File: config.mk
export PLATFORM = sky130hd
export DESIGN_NAME = spi_reg_ctrl
export DESIGN_NICKNAME = d
export VERILOG_FILES = /design/src/rtl/spi_reg_ctrl.sv
export SDC_FILE = /design/constraint.sdc
export NUM_CORES = 1
export LEC_CHECK = 0
export ABC_CLOCK_PERIOD_IN_PS = 1450
export CORE_ASPECT_RATIO = 0.7
export CORE_UTILIZATION = 35
export CTS_CLUSTER_SIZE = 8
export DETAILED_ROUTE_END_ITERATION = 12
export HOLD_SLACK_MARGIN = 0.1
export MAX_ROUTING_LAYER = met4
export PLACE_DENSITY = 0.7
export SYNTH_ARGS = -nofsm -noshare
export SYNTH_HDL_FRONTEND = slang
export SYNTH_SLANG_ARGS = --single-unit
File: constraint.sdc
create_clock -name i_clk -period 1.45 [get_ports i_clk]
set_clock_uncertainty 0.1 [all_clocks]
set_input_delay 0.29 -clock i_clk [delete_from_list [all_inputs] [get_ports i_clk]]
set_output_delay 0.29 -clock i_clk [all_outputs]
set_load 0.02 [all_outputs]
File: src/rtl/spi_reg_ctrl.sv
// Command/transaction controller between an SPI slave byte shifter and an 8-bit register file.
// Decodes {rw, addr} command bytes, then runs burst writes or prefetched burst reads.
module spi_reg_ctrl #(
    parameter int          ADDR_W    = 7,
    parameter int          RD_LAT    = 1,
    parameter logic [7:0]  IDLE_BYTE = 8'hA5,
    parameter bit          AUTO_INC  = 1'b1
) (
    input  logic              i_clk,
    input  logic              i_rst,
    input  logic              i_cs_active,
    input  logic              i_byte_valid,
    input  logic [7:0]        i_rx_byte,
    output logic [7:0]        o_tx_byte,
    output logic              o_tx_load,
    output logic [ADDR_W-1:0] o_reg_addr,
    output logic [7:0]        o_reg_wdata,
    output logic              o_reg_we,
    output logic              o_reg_re,
    input  logic [7:0]        i_reg_rdata,
    output logic              o_busy,
    output logic              o_overrun
);

    typedef enum logic [2:0] {
        S_IDLE,
        S_CMD,
        S_WR_DATA,
        S_RD_REQ,
        S_RD_WAIT,
        S_RD_DATA
    } state_t;

    localparam logic [2:0] LAT_LAST = 3'(RD_LAT - 1);

    state_t            r_state;
    logic              r_cs_prev;
    logic [2:0]        r_lat_cnt;

    logic              w_byte;
    logic [ADDR_W-1:0] w_addr_inc;
    logic [ADDR_W-1:0] w_addr_next;

    assign w_byte      = i_byte_valid & i_cs_active;
    assign w_addr_inc  = o_reg_addr + 1'b1;
    assign w_addr_next = AUTO_INC ? w_addr_inc : o_reg_addr;
    assign o_busy      = (r_state != S_IDLE);

    // r_cs_prev resets high so a frame already in progress at reset release is ignored
    always_ff @(posedge i_clk or posedge i_rst) begin
        if (i_rst) begin
            r_state     <= S_IDLE;
            r_cs_prev   <= 1'b1;
            r_lat_cnt   <= 3'd0;
            o_tx_byte   <= IDLE_BYTE;
            o_tx_load   <= 1'b0;
            o_reg_addr  <= '0;
            o_reg_wdata <= 8'd0;
            o_reg_we    <= 1'b0;
            o_reg_re    <= 1'b0;
            o_overrun   <= 1'b0;
        end else begin
            r_cs_prev <= i_cs_active;
            o_tx_load <= 1'b0;
            o_reg_we  <= 1'b0;
            o_reg_re  <= 1'b0;

            // Write address advances after the strobe so reg_we sees the target address
            if (o_reg_we && AUTO_INC) begin
                o_reg_addr <= w_addr_inc;
            end

            if (r_state != S_IDLE && !i_cs_active) begin
                r_state <= S_IDLE;
            end else begin
                case (r_state)
                    S_IDLE: begin
                        if (i_cs_active && !r_cs_prev) begin
                            r_state   <= S_CMD;
                            o_overrun <= 1'b0;
                            o_tx_byte <= IDLE_BYTE;
                            o_tx_load <= 1'b1;
                        end
                    end
                    S_CMD: begin
                        if (w_byte) begin
                            o_reg_addr <= i_rx_byte[ADDR_W-1:0];
                            if (i_rx_byte[7]) begin
                                r_state  <= S_RD_REQ;
                                o_reg_re <= 1'b1;
                            end else begin
                                r_state <= S_WR_DATA;
                            end
                        end
                    end
                    S_WR_DATA: begin
                        if (w_byte) begin
                            o_reg_wdata <= i_rx_byte;
                            o_reg_we    <= 1'b1;
                            o_tx_byte   <= i_rx_byte;
                            o_tx_load   <= 1'b1;
                        end
                    end
                    S_RD_REQ: begin
                        if (w_byte) begin
                            o_overrun  <= 1'b1;
                            o_reg_addr <= w_addr_next;
                            o_reg_re   <= 1'b1;
                        end else begin
                            r_state   <= S_RD_WAIT;
                            r_lat_cnt <= 3'd0;
                        end
                    end
                    S_RD_WAIT: begin
                        // A byte arriving before data is ready restarts the fetch at the next address
                        if (w_byte) begin
                            o_overrun  <= 1'b1;
                            o_reg_addr <= w_addr_next;
                            o_reg_re   <= 1'b1;
                            r_state    <= S_RD_REQ;
                        end else if (r_lat_cnt == LAT_LAST) begin
                            o_tx_byte <= i_reg_rdata;
                            o_tx_load <= 1'b1;
                            r_state   <= S_RD_DATA;
                        end else begin
                            r_lat_cnt <= r_lat_cnt + 3'd1;
                        end
                    end
                    S_RD_DATA: begin
                        if (w_byte) begin
                            o_reg_addr <= w_addr_next;
                            o_reg_re   <= 1'b1;
                            r_state    <= S_RD_REQ;
                        end
                    end
                    default: begin
                        r_state <= S_IDLE;
                    end
                endcase
            end
        end
    end

endmodule

======== Word-level counts from Yosys, hierarchy flattened ========
Index checks and enable logic that the tools add are counted.
storage, ports and cells
  bits in latches ......................... 0
  word-level logic and storage cells ...... 87
  ROM bits ................................ 0
  output and inout port bits .............. 28
  bits in registers ....................... 34
  memories ................................ 0
  memory bits (writable) .................. 0
cells by class
  multipliers ............................. 0
  magnitude comparators ................... 0
  multiplexer cells ....................... 38
  div/mod/pow operators ................... 0
  reduce and logical (&&, ||, !) cells .... 17
  eq/ne operators ......................... 18
  add/subtract/negate cells ............... 2
  shifts and indexed selects .............. 0
  bitwise operators ....................... 2
operators with widths
  operator               count
  $mux W8                4
  $mux W3                10
  $mux W7                4
  $pmux W8 S3            1
  $pmux W3 S6            1
  $ne A2 B2 Y1 const B   7
  $pmux W7 S2            1
  $mux W1                13
  $ne A3 B3 Y1 const B   4
  $reduce_and A6 Y1      2
  $add A7 B1 Y7 const B  1
  $eq A3 B2 Y1 const B   2
  $eq A3 B3 Y1 const B   2
  $logic_not A3 Y1       2
  $pmux W3 S2            1
  $reduce_bool A3 Y1     2
  $reduce_and A5 Y1      1
  $ne A4 B4 Y1 const B   1
  $pmux W1 S2            2
  $reduce_and A4 Y1      1
  $reduce_bool A2 Y1     2
  $add A3 B1 Y3 const B  1
  $eq A3 B1 Y1 const B   1
  $pmux W1 S3            1
  8 further kinds        10

======== Logic depth before layout (Yosys ltp) ========
Gate-level depths: netlist of the first run.
  depth in word-level cells ............... 5
  mapped depth ............................ 7
  gate-level depth less buffers ........... 6

======== Worst setup path before layout of the first run ========
OpenSTA, ideal clock, no wires.
  kind .................................... register to register
  start point ............................. register o_reg_addr[0]
  end point ............................... register o_reg_addr[6]
  arrival time ............................ 1.466 ns
  data required time ...................... 1.229 ns
  stages on the path, launching flop included .. 7
  path slack .............................. -0.238 ns
  clock period less this slack ............ 1.688 ns
  setup time .............................. 0.121 ns
  cells stage by stage .................... dfrtp_1 ha_1 and3_1 buf_1 a41oi_1 o21a_1 o21ai_1
between the ends
  word-level cells in the longest chain between the ends .. 5
RTL lines
  element                            line  RTL
  from (decl)                        16    output logic [ADDR_W-1:0] o_reg_addr,
  from (signal assigned)             70    o_reg_addr <= w_addr_inc;
  from (signal assigned)             87    o_reg_addr <= i_rx_byte[ADDR_W-1:0];
  from (signal assigned)             107   o_reg_addr <= w_addr_next;
  $add A7 B1 Y7 (*)                  45    assign w_addr_inc = o_reg_addr + 1'b1;
  $mux W7                            69    if (o_reg_we && AUTO_INC) begin
  $mux W7, on equally long branches  --
  $pmux W7 S2                        76    case (r_state)
  $mux W7 (*)                        73    if (r_state != S_IDLE && !i_cs_active) begin
Mark *: on every way between the ends. The rest lies on a longest branch, timed or not.
A chain may end at the register's enable or synchronous reset.

======== Worst setup path after layout of the first run ========
  start point ............................. register r_state[1]
  end point ............................... output port o_busy
between the ends
  word-level cells in the longest chain between the ends .. 1
RTL lines
  element                 line  RTL
  from (decl)             36    state_t r_state;
  from (signal assigned)  52    r_state <= S_IDLE;
  from (signal assigned)  74    r_state <= S_IDLE;
  from (signal assigned)  79    r_state <= S_CMD;
  $reduce_bool A3 Y1      47    assign o_busy = (r_state != S_IDLE);
  to (decl)               21    output logic o_busy,
No other way between the ends.

==> flow_metrics.py, run 1 <==
metrics = {
    "timing": {
        "final-hold-violation-count": 0,
        "fin_crit_sh": 1.17,
        "setup_ws_ps": -247,
        "fmax_mhz": 589,
        "setup_tns_ps": -4760,
        "setup_viol": 30,
        "worst_pin_slew_ps": 336,
        "slew_headroom": 0.775,
        "rsz0062_at_grt": "yes",
        "slew_viol_final": 0,
        "period_needed_ps": 1700,
    },
    "setup_path": {
        "timing.rr.end": "r_lat_cnt[2]",
        "end_kind": "primary output",
        "slowest_delay_ps": 460,
        "ff2ff_path_depth": 6,
        "r2r_start": "r_state[0]",
        "cp-start-kind": "flip-flop",
        "setup.worst_path.class": "reg2out",
        "cpMaxStageDelayCell": "dfrtp_2",
        "worst_ep_required_time_ps": 1060,
        "worst-path-max-fanout": 5,
        "crit_chain": "nor2_2 -> nand2_1 -> dlygate4sd2_1",
        "r2r_setup_slack_ps": -210,
        "crit_arrival_ps": 1310,
    },
    "global_routing": {
        "antenna_found_initial": 0,
        "grt_start_max_net_pins": 35,
        "grt_pass1_vias": 2264,
        "grt_pass1_wl_um": 12100,
        "grt_usage": 0.268,
        "grt.overflow.total": 0,
    },
    "logic_synthesis": {
        "synth_edf_count": 0,
        "synth_cell_types": 57,
        "synthAdderAreaFrac": 0.0182,
        "synth.area.top_cells": "dfrtp_1 35%, mux2_1 7.1%, dfstp_2 6.4%",
        "async_reset_ff_frac": 1.00,
        "ys_seq_area_frac": 0.415,
        "syn_area_um2": 2070,
        "synth_top_family_by_area": "compound AO/OA/AOI/OAI gates",
        "ys_warn_count": 0,
        "synth_nets": 228,
        "synth_simple_gate_area_frac": 0.159,
        "synth_compound_area_frac": 0.224,
        "ys.flop_type": "dfrtp_1",
        "ys_ff_latch": 34,
        "netlist_instances": 205,
        "yosysTopAreaCell": "dfrtp_1",
        "muxShareOfSynthArea": 0.113,
        "syn_area_per_cell_um2": 10.1,
        "synthXorXnorAreaFrac": 0.0170,
        "synthDominantCellAreaShare": 0.351,
    },
    "routing": {
        "viasPerCell": 5.53,
        "drt_iter0_markers": 130,
        "num_vias": 2195,
        "drc": 0,
        "routedWlPerCell_um": 19.0,
        "ant_nets": 0,
        "wl_um": 7540,
        "dr.pass1.iters": 4,
    },
    "cells_and_area": {
        "instances_no_fill": 397,
        "fin_util": 0.700,
        "nFillCells": 360,
        "area_growth_pct": 84.7,
        "final_cell_mix": "55 x buf_4, 24 x dfrtp_1, 19 x dlygate4sd2_1",
        "n_antenna_cell": 0,
        "nets": 347,
        "final_common_cell": "buf_4",
        "drive_gt1_frac": 0.551,
    },
    "flow_run": {
        "maxCapViolCount": 0,
    },
    "cts": {
        "cts_buffers": 5,
        "clkSinkCount": 34,
        "clk_pin_slew_ps": 70,
        "cts_root_buffer": "clkbuf_8",
        "insertion_delay_ps": 290,
        "cts_tree": "yes",
        "clock_path_buffers": 2,
        "cts_htree_levels": 2,
    },
    "outcome": {
        "outcome": "finished with violations",
        "failed_checks": "setup timing",
    },
    "floorplan": {
        "dieArea_um2": 6220,
        "core_area_um2": 5450,
        "initial_core_util": 0.379,
        "pin_count": 48,
        "dieHeight_um": 66.3,
        "die_w_um": 93.8,
        "placementRows": 22,
    },
    "place": {
        "dp.cells": 371,
        "portBuffers": 47,
        "dp_hpwl_um": 4650,
        "place.gp.congestion": 0.896,
    },
    "pwr": {
        "leakage_nw": 1.64,
        "ir_drop_v": 0.000711,
        "p_per_area_nw_per_um2": 1900,
    },
    "hold_path": {
        "hold_path_class": "in2async",
    },
}
-- synthesized netlist by cell type (2+ instances only) --
master,instances
a21oi_1,12
mux2_2,5
xnor2_1,3
buf_2,9
nor2_1,7
and3_1,2
mux2i_1,3
inv_2,2
o21ai_0,2
ha_1,3
mux2_1,13
a22o_1,4
a21oi_2,2
nor3b_1,2
a22oi_1,4
o21a_1,3
inv_1,7
o22ai_1,3
o31ai_1,3
nor3_1,7
nand2b_1,4
nor2b_1,4
dfstp_2,5
o21ai_1,9
nand2_1,10
nand4_1,4
o32ai_1,2
nand3_1,4
o211ai_1,6
nand3b_1,2
dfrtp_1,29
and2_1,2
a211oi_1,3
buf_4,2
-- logic make-up (layout without fill, tap and decap cells) --
family | after synthesis | after routing
compound gates | 64 | 65
xor+xnor | 4 | 4
fa+ha+maj | 3 | 3
buf+inv | 23 | 141
flops | 34 | 34
mux | 21 | 21
simple gates | 56 | 57
-- through the flow --
stage | hold WS, ps | instance area (um2) | power [mW] | setup WS, ps
after floorplan | 194 | 2210 | 3.61 | -88.1
after global placement | 376 | 3190 | 5.20 | -477
after detailed placement | 385 | 3190 | 5.29 | -516
after CTS | 239 | 3650 | 6.78 | -255
after global routing | 270 | 3820 | 7.63 | -293
final | 229 | 3820 | 7.26 | -247
-- sequential cells by signal, indices dropped and copies added (netlist names) --
signal / flops
o_tx_load: 1
r_state: 3
r_lat_cnt: 3
r_cs_prev: 1
o_tx_byte: 8
o_reg_addr: 7
o_reg_wdata: 8
o_reg_re: 1
o_overrun: 1
o_reg_we: 1
-- worst max-delay path: cells and delay by family (launching register included) --
family                 cells  cell delay [ps]
buffers and inverters      1              320
AND/OR/NAND/NOR            2              220
flip-flops                 1              460
-- area by class of cell --
cell class | count | area [um2] | area share
well taps | 72 | 90.1 | 0.0236
clock buffers | 5 | 68.8 | 0.0180
repair buffers | 124 | 1140 | 0.300
flip-flops and latches | 34 | 863 | 0.226
inverters | 9 | 38.8 | 0.0102
multi-input cells | 150 | 1540 | 0.404
clock inverters | 3 | 68.8 | 0.0180
-- where the power goes --
group	leakage [nW]	total, mW	internal, mW	switching [mW]
Combinational	1.15	4.51	2.36	2.15
Sequential	0.413	1.66	1.35	0.315
Clock	0.0683	1.08	0.689	0.392
-- worst max path at each step --
stage	end	slack (ps)	from
floorplan	o_tx_byte[1]	-90	r_lat_cnt[0]
global placement	o_tx_byte[3]	-480	i_cs_active
detailed placement	o_tx_byte[1]	-520	i_cs_active
CTS	o_busy	-250	r_state[2]
global route	o_busy	-290	r_state[1]
finish	o_busy	-250	r_state[1]
-- repair_timing --
item | CTS | global route
hold buffers | 0 | 0
buffers inserted | 12 | 4
pin swaps | 18 | 19
gates resized for setup | 97 | 37
endpoints found under the setup margin | 57 | 38
cloned | 3 | 0
-- metal layers --
| layer | up-vias | track usage | part of all wire |
|---|---|---|---|
| met1 | 1086 | 0.355 | 0.45 |
| met4 | 0 | 0.0731 | 0.018 |
| met2 | 84 | 0.420 | 0.48 |
| met3 | 13 | 0.0552 | 0.055 |
| li1 | 1012 | - | - |
| met5 | - | - | 0 |
(Power assumes the default switching activity.)
==> inputs of run 2 (changes only) <==
--- a/config.mk
+++ b/config.mk
@@ -5,14 +5,14 @@
 export SDC_FILE = /design/constraint.sdc
 export NUM_CORES = 1
 export LEC_CHECK = 0
-export ABC_CLOCK_PERIOD_IN_PS = 1450
+export ABC_CLOCK_PERIOD_IN_PS = 1900
 export CORE_ASPECT_RATIO = 0.7
 export CORE_UTILIZATION = 35
 export CTS_CLUSTER_SIZE = 8
 export DETAILED_ROUTE_END_ITERATION = 12
 export HOLD_SLACK_MARGIN = 0.1
 export MAX_ROUTING_LAYER = met4
-export PLACE_DENSITY = 0.7
+export PLACE_DENSITY = 0.67
 export SYNTH_ARGS = -nofsm -noshare
 export SYNTH_HDL_FRONTEND = slang
 export SYNTH_SLANG_ARGS = --single-unit
==> constraint.sdc (replaced) <==
create_clock -name i_clk -period 1.9 [get_ports i_clk]
set_clock_uncertainty 0.1 [all_clocks]
set_input_delay 0.38 -clock i_clk [delete_from_list [all_inputs] [get_ports i_clk]]
set_output_delay 0.38 -clock i_clk [all_outputs]
set_load 0.02 [all_outputs]
==> run 2 against run 1 <==
Compared with the run above: the run now ends clean; setup slack improved by 300 ps; clock power fell by 25%; wire length fell by 30%; non-clock buffer count fell by 53; highest routed layer unchanged; sequential share of layout area rose by 7.2 points; combinational power fell by 54%; power fell by 43%; worst hold slack improved by 160 ps; final cell count fell by 14%; critical path type unchanged; utilization fell by 17 points.
==> flow_metrics.py, run 2 (synthesis gave the netlist of run 1 again) <==
metrics = {
    "setup_path": {
        "crit_chain": "clkdlybuf4s50_1",
        "setup.worst_path.class": "reg2out",
        "worst_ep_required_time_ps": 1420,
        "critPathBufInv": 1,
        "worst-path-max-fanout": 6,
        "cp.depth": 1,
        "end_kind": "primary output",
        "slowest_delay_ps": 640,
        "critPathTopFamily": "buffers and inverters",
        "r2r_start": "o_reg_addr[0]",
        "r2r_setup_slack_ps": 130,
        "cp-start-kind": "flip-flop",
        "crit_arrival_ps": 1370,
        "cpMaxStageDelayCell": "clkdlybuf4s50_1",
        "timing.rr.end": "o_reg_addr[2]",
        "ff2ff_path_depth": 5,
    },
    "pwr": {
        "power_mw": 4.16,
        "p_per_area_nw_per_um2": 1450,
        "ir_drop_v": 0.000722,
        "leakage_nw": 1.18,
    },
    "routing": {
        "routedWlPerCell_um": 15.5,
        "drt_iter0_markers": 82,
        "ant_nets": 0,
        "dr.pass1.iters": 4,
        "drc": 0,
        "num_vias": 1841,
        "wl_um": 5300,
        "viasPerCell": 5.38,
    },
    "floorplan": {
        "core_area_um2": 5450,
        "dieArea_um2": 6220,
        "pin_count": 48,
        "dieHeight_um": 66.3,
        "die_w_um": 93.8,
        "placementRows": 22,
        "initial_core_util": 0.379,
    },
    "place": {
        "portBuffers": 47,
        "dpl_worst_slack_ps": -259,
        "dp_hpwl_um": 3980,
        "placed_area_um2": 2740,
        "place.gp.congestion": 0.864,
    },
    "cells_and_area": {
        "area_growth_pct": 39.2,
        "final_cell_area_um2": 2880,
        "nets": 292,
        "final_common_cell": "clkdlybuf4s50_1",
        "nFillCells": 525,
        "drive_gt1_frac": 0.193,
        "multi_input_area_um2": 1100,
        "n_antenna_cell": 0,
        "reg_top3": "o_reg_wdata (8), o_tx_byte (8), o_reg_addr (7)",
        "final_cell_mix": "38 x clkdlybuf4s50_1, 28 x dfrtp_1, 23 x buf_4",
        "fin_util": 0.528,
        "regArea_um2": 858,
    },
    "timing": {
        "period_needed_ps": 1850,
        "rsz0062_at_grt": "no",
        "slew_headroom": 0.703,
        "setup_viol": 0,
        "fmax_mhz": 541,
        "final-hold-violation-count": 0,
        "setup_ws_ps": 52.7,
        "setup_tns_ps": 0,
        "worst_pin_slew_ps": 445,
        "fin_crit_sh": 0.972,
        "slew_viol_final": 0,
    },
    "cts": {
        "cts_tree": "yes",
        "cts_buffers": 5,
        "cts_htree_levels": 2,
        "cts-hold-fix-buffers": 0,
        "clock_path_buffers": 2,
        "clkSinkCount": 34,
        "insertion_delay_ps": 290,
        "clk_pin_slew_ps": 80,
        "cts_root_buffer": "clkbuf_8",
    },
    "global_routing": {
        "grt_start_max_net_pins": 35,
        "grt.overflow.total": 0,
        "antenna_found_initial": 0,
        "grt_pass1_vias": 1673,
        "grt_pass1_wl_um": 8510,
        "grt_usage": 0.189,
    },
    "flow_run": {
        "maxCapViolCount": 0,
    },
    "outcome": {
        "outcome": "completed",
    },
    "hold_path": {
        "hold_path_class": "in2async",
    },
}
==> run 2: repair_timing <==
item	CTS	global route
setup buffers	0	0
gates resized for setup	8	2
endpoints found under the setup margin	8	2
==> run 2: layout make-up <==
cell class	instances	area share
repair buffers	71	0.229
well taps	72	0.0313
clock inverters	3	0.0239
clock buffers	5	0.0239
multi-input cells	148	0.381
flip-flops and latches	34	0.299
inverters	9	0.0117
==> run 2: worst max path at each step <==
| stage | startpoint | end | slack (ps) |
|---|---|---|---|
| global route | i_cs_active | o_tx_byte[1] | 6 |
| global placement | i_byte_valid | o_tx_byte[4] | -220 |
| detailed placement | i_byte_valid | o_tx_byte[3] | -260 |
| CTS | o_reg_addr[0] | o_reg_addr[0] | 20 |
| finish | o_reg_addr[1] | o_reg_addr[1] | 50 |
| floorplan | o_reg_addr[0] | o_reg_addr[6] | 210 |
==> run 2: power by group <==
part | switching [mW] | total (mW) | internal (mW)
logic | 1.10 | 2.09 | 0.999
clock network | 0.289 | 0.815 | 0.526
registers | 0.233 | 1.25 | 1.02
==> run 2: through the flow <==
step / std cells / hold slack [ps]
after CTS: 342 / 394
final: 342 / 384
after global placement: 334 / 376
after detailed placement: 334 / 380
after global routing: 342 / 417
after floorplan: 205 / 284
==> run 2: per-layer routing <==
metal,up-vias,part of all wire,global-route usage
met2,53,0.42,0.257
met3,4,0.057,0.0448
li1,890,-,-
met4,0,0.0081,0.0462
met1,894,0.51,0.277
met5,-,0,-
==> inputs of run 3 (changes only) <==
--- a/config.mk
+++ b/config.mk
@@ -7,12 +7,11 @@
 export LEC_CHECK = 0
 export ABC_CLOCK_PERIOD_IN_PS = 1900
 export CORE_ASPECT_RATIO = 0.7
-export CORE_UTILIZATION = 35
+export CORE_UTILIZATION = 40
 export CTS_CLUSTER_SIZE = 8
 export DETAILED_ROUTE_END_ITERATION = 12
-export HOLD_SLACK_MARGIN = 0.1
 export MAX_ROUTING_LAYER = met4
-export PLACE_DENSITY = 0.67
+export PLACE_DENSITY = 0.74
 export SYNTH_ARGS = -nofsm -noshare
 export SYNTH_HDL_FRONTEND = slang
 export SYNTH_SLANG_ARGS = --single-unit
==> run 3 against run 2 <==
Compared with the run above: final cell count shrank 1.5%; setup slack gained 13 ps; global-route usage grew 3.1 points; flip-flop and latch count is the same; first-iteration DRC count grew 70%.
==> flow_metrics.py, run 3 (synthesis gave the netlist of run 1 again) <==
metrics = {
    "floorplan": {
        "placementRows": 21,
        "dieHeight_um": 62.1,
        "core_area_um2": 4860,
        "dieArea_um2": 5460,
        "pin_count": 48,
        "initial_core_util": 0.425,
        "die_w_um": 87.9,
    },
    "cells_and_area": {
        "n_antenna_cell": 0,
        "final_cell_mix": "39 x clkdlybuf4s50_1, 29 x dfrtp_1, 21 x buf_4",
        "nets": 290,
        "nFillCells": 417,
        "instances_no_fill": 337,
        "fin_util": 0.589,
        "final_common_cell": "clkdlybuf4s50_1",
        "drive_gt1_frac": 0.187,
        "reg_top3": "o_reg_wdata (8), o_tx_byte (8), o_reg_addr (7)",
        "area_growth_pct": 38.5,
    },
    "place": {
        "portBuffers": 47,
        "dp_hpwl_um": 3870,
        "place.gp.congestion": 0.895,
        "dp.cells": 329,
        "dpl_worst_slack_ps": -246,
    },
    "pwr": {
        "power_frac_comb": 0.511,
        "p_per_area_nw_per_um2": 1470,
        "seq_power_share": 0.293,
        "p_sw_frac": 0.388,
        "ir_drop_v": 0.000592,
        "switching_power_mw": 1.64,
        "p_int_mw": 2.58,
        "leakage_nw": 1.18,
        "pwr-share-clk": 0.196,
    },
    "setup_path": {
        "crit_arrival_ps": 1350,
        "critPathTopFamily": "buffers and inverters",
        "critPathBufInv": 1,
        "setup.worst_path.class": "reg2out",
        "worst-path-max-fanout": 4,
        "slowest_delay_ps": 640,
        "cp-start-kind": "flip-flop",
        "crit_chain": "clkdlybuf4s50_1",
        "cpMaxStageDelayCell": "clkdlybuf4s50_1",
        "worst_ep_required_time_ps": 1420,
        "end_kind": "primary output",
    },
    "timing": {
        "period_needed_ps": 1830,
        "fin_crit_sh": 0.965,
        "final-hold-violation-count": 0,
        "slew_viol_final": 0,
        "setup_tns_ps": 0,
        "rsz0062_at_grt": "no",
        "setup_viol": 0,
        "fmax_mhz": 545,
        "slew_headroom": 0.708,
        "worst_pin_slew_ps": 438,
        "setup_ws_ps": 66.2,
    },
    "routing": {
        "viasPerCell": 5.50,
        "routedWlPerCell_um": 15.9,
        "dr_wl_met3_um": 323,
        "wl_met2_um": 2300,
        "drc": 0,
        "top_layer": "met4",
        "dr.pass1.iters": 7,
        "wl_met1_um": 2670,
        "ant_nets": 0,
        "wl_um": 5350,
        "num_vias": 1853,
        "drt_iter0_markers": 139,
    },
    "cts": {
        "clk_pin_slew_ps": 80,
        "cts_tree": "yes",
        "clkSinkCount": 34,
        "cts_htree_levels": 2,
        "cts_setup_buffers": 0,
        "insertion_delay_ps": 290,
        "clock_path_buffers": 2,
        "cts_buffers": 5,
        "cts_root_buffer": "clkbuf_8",
    },
    "hold_path": {
        "hold_path_class": "in2async",
    },
    "outcome": {
        "outcome": "completed",
    },
    "flow_run": {
        "maxCapViolCount": 0,
    },
    "global_routing": {
        "grt_pass1_vias": 1740,
        "grt.overflow.total": 0,
        "grt_start_max_net_pins": 35,
        "grt_usage": 0.220,
        "grt_pass1_wl_um": 8930,
        "antenna_found_initial": 0,
    },
}
-- run 3: worst paths after layout --
| path | start | endpoint | slack (ps) | cells after the start |
|---|---|---|---|---|
| min in group i_clk | o_reg_wdata[2] | o_reg_wdata[2] | 390 | 1 |
| worst max-delay path | o_reg_addr[0] | o_reg_addr[0] | 70 | 1 |
| max in group asynchronous | i_rst | o_tx_byte[2] | 970 | 3 |
| worst min register to register | o_reg_wdata[2] | o_reg_wdata[2] | 390 | 1 |
| worst max register to register | o_reg_addr[0] | o_reg_addr[2] | 170 | 5 |
| worst min-delay path | i_rst | o_reg_wdata[3] | 390 | 3 |
-- run 3: repair_timing --
| action | CTS | global route |
|---|---|---|
| gates resized for setup | 5 | 4 |
| setup endpoints to repair | 5 | 7 |
| hold buffers | 0 | 0 |
-- run 3: stage by stage --
stage | power, mW | area (um2) | hold slack (ps)
CTS | 4.23 | 2850 | 398
detailed placement | 3.43 | 2720 | 380
global route | 4.47 | 2860 | 402
global placement | 3.39 | 2720 | 374
finish | 4.22 | 2860 | 385
floorplan | 2.52 | 2070 | 284
-- run 3: layer usage --
metal	track usage	up-vias
met2	0.297	65
met1	0.332	884
met3	0.0439	6
li1	-	898
met4	0.0553	0
met5	-	-
-- run 3: power by group through the flow --
| stage | Combinational [mW] | Clock [mW] | Sequential, mW |
|---|---|---|---|
| final | 2.15 | 0.827 | 1.24 |
| after global routing | 2.33 | 0.867 | 1.27 |
| after CTS | 2.16 | 0.832 | 1.24 |
| after detailed placement | 2.19 | 0 | 1.25 |
| after global placement | 2.15 | 0 | 1.24 |
| after floorplan | 0.999 | 0 | 1.52 |
-- run 3: layout make-up --
type / count / area (um2) / area share
repair buffers: 69 / 649 / 0.227
clock inverters: 3 / 68.8 / 0.0240
clock buffers: 5 / 68.8 / 0.0240
flip-flops and latches: 34 / 857 / 0.300
well taps: 69 / 86.3 / 0.0302
multi-input cells: 148 / 1100 / 0.383
inverters: 9 / 33.8 / 0.0118
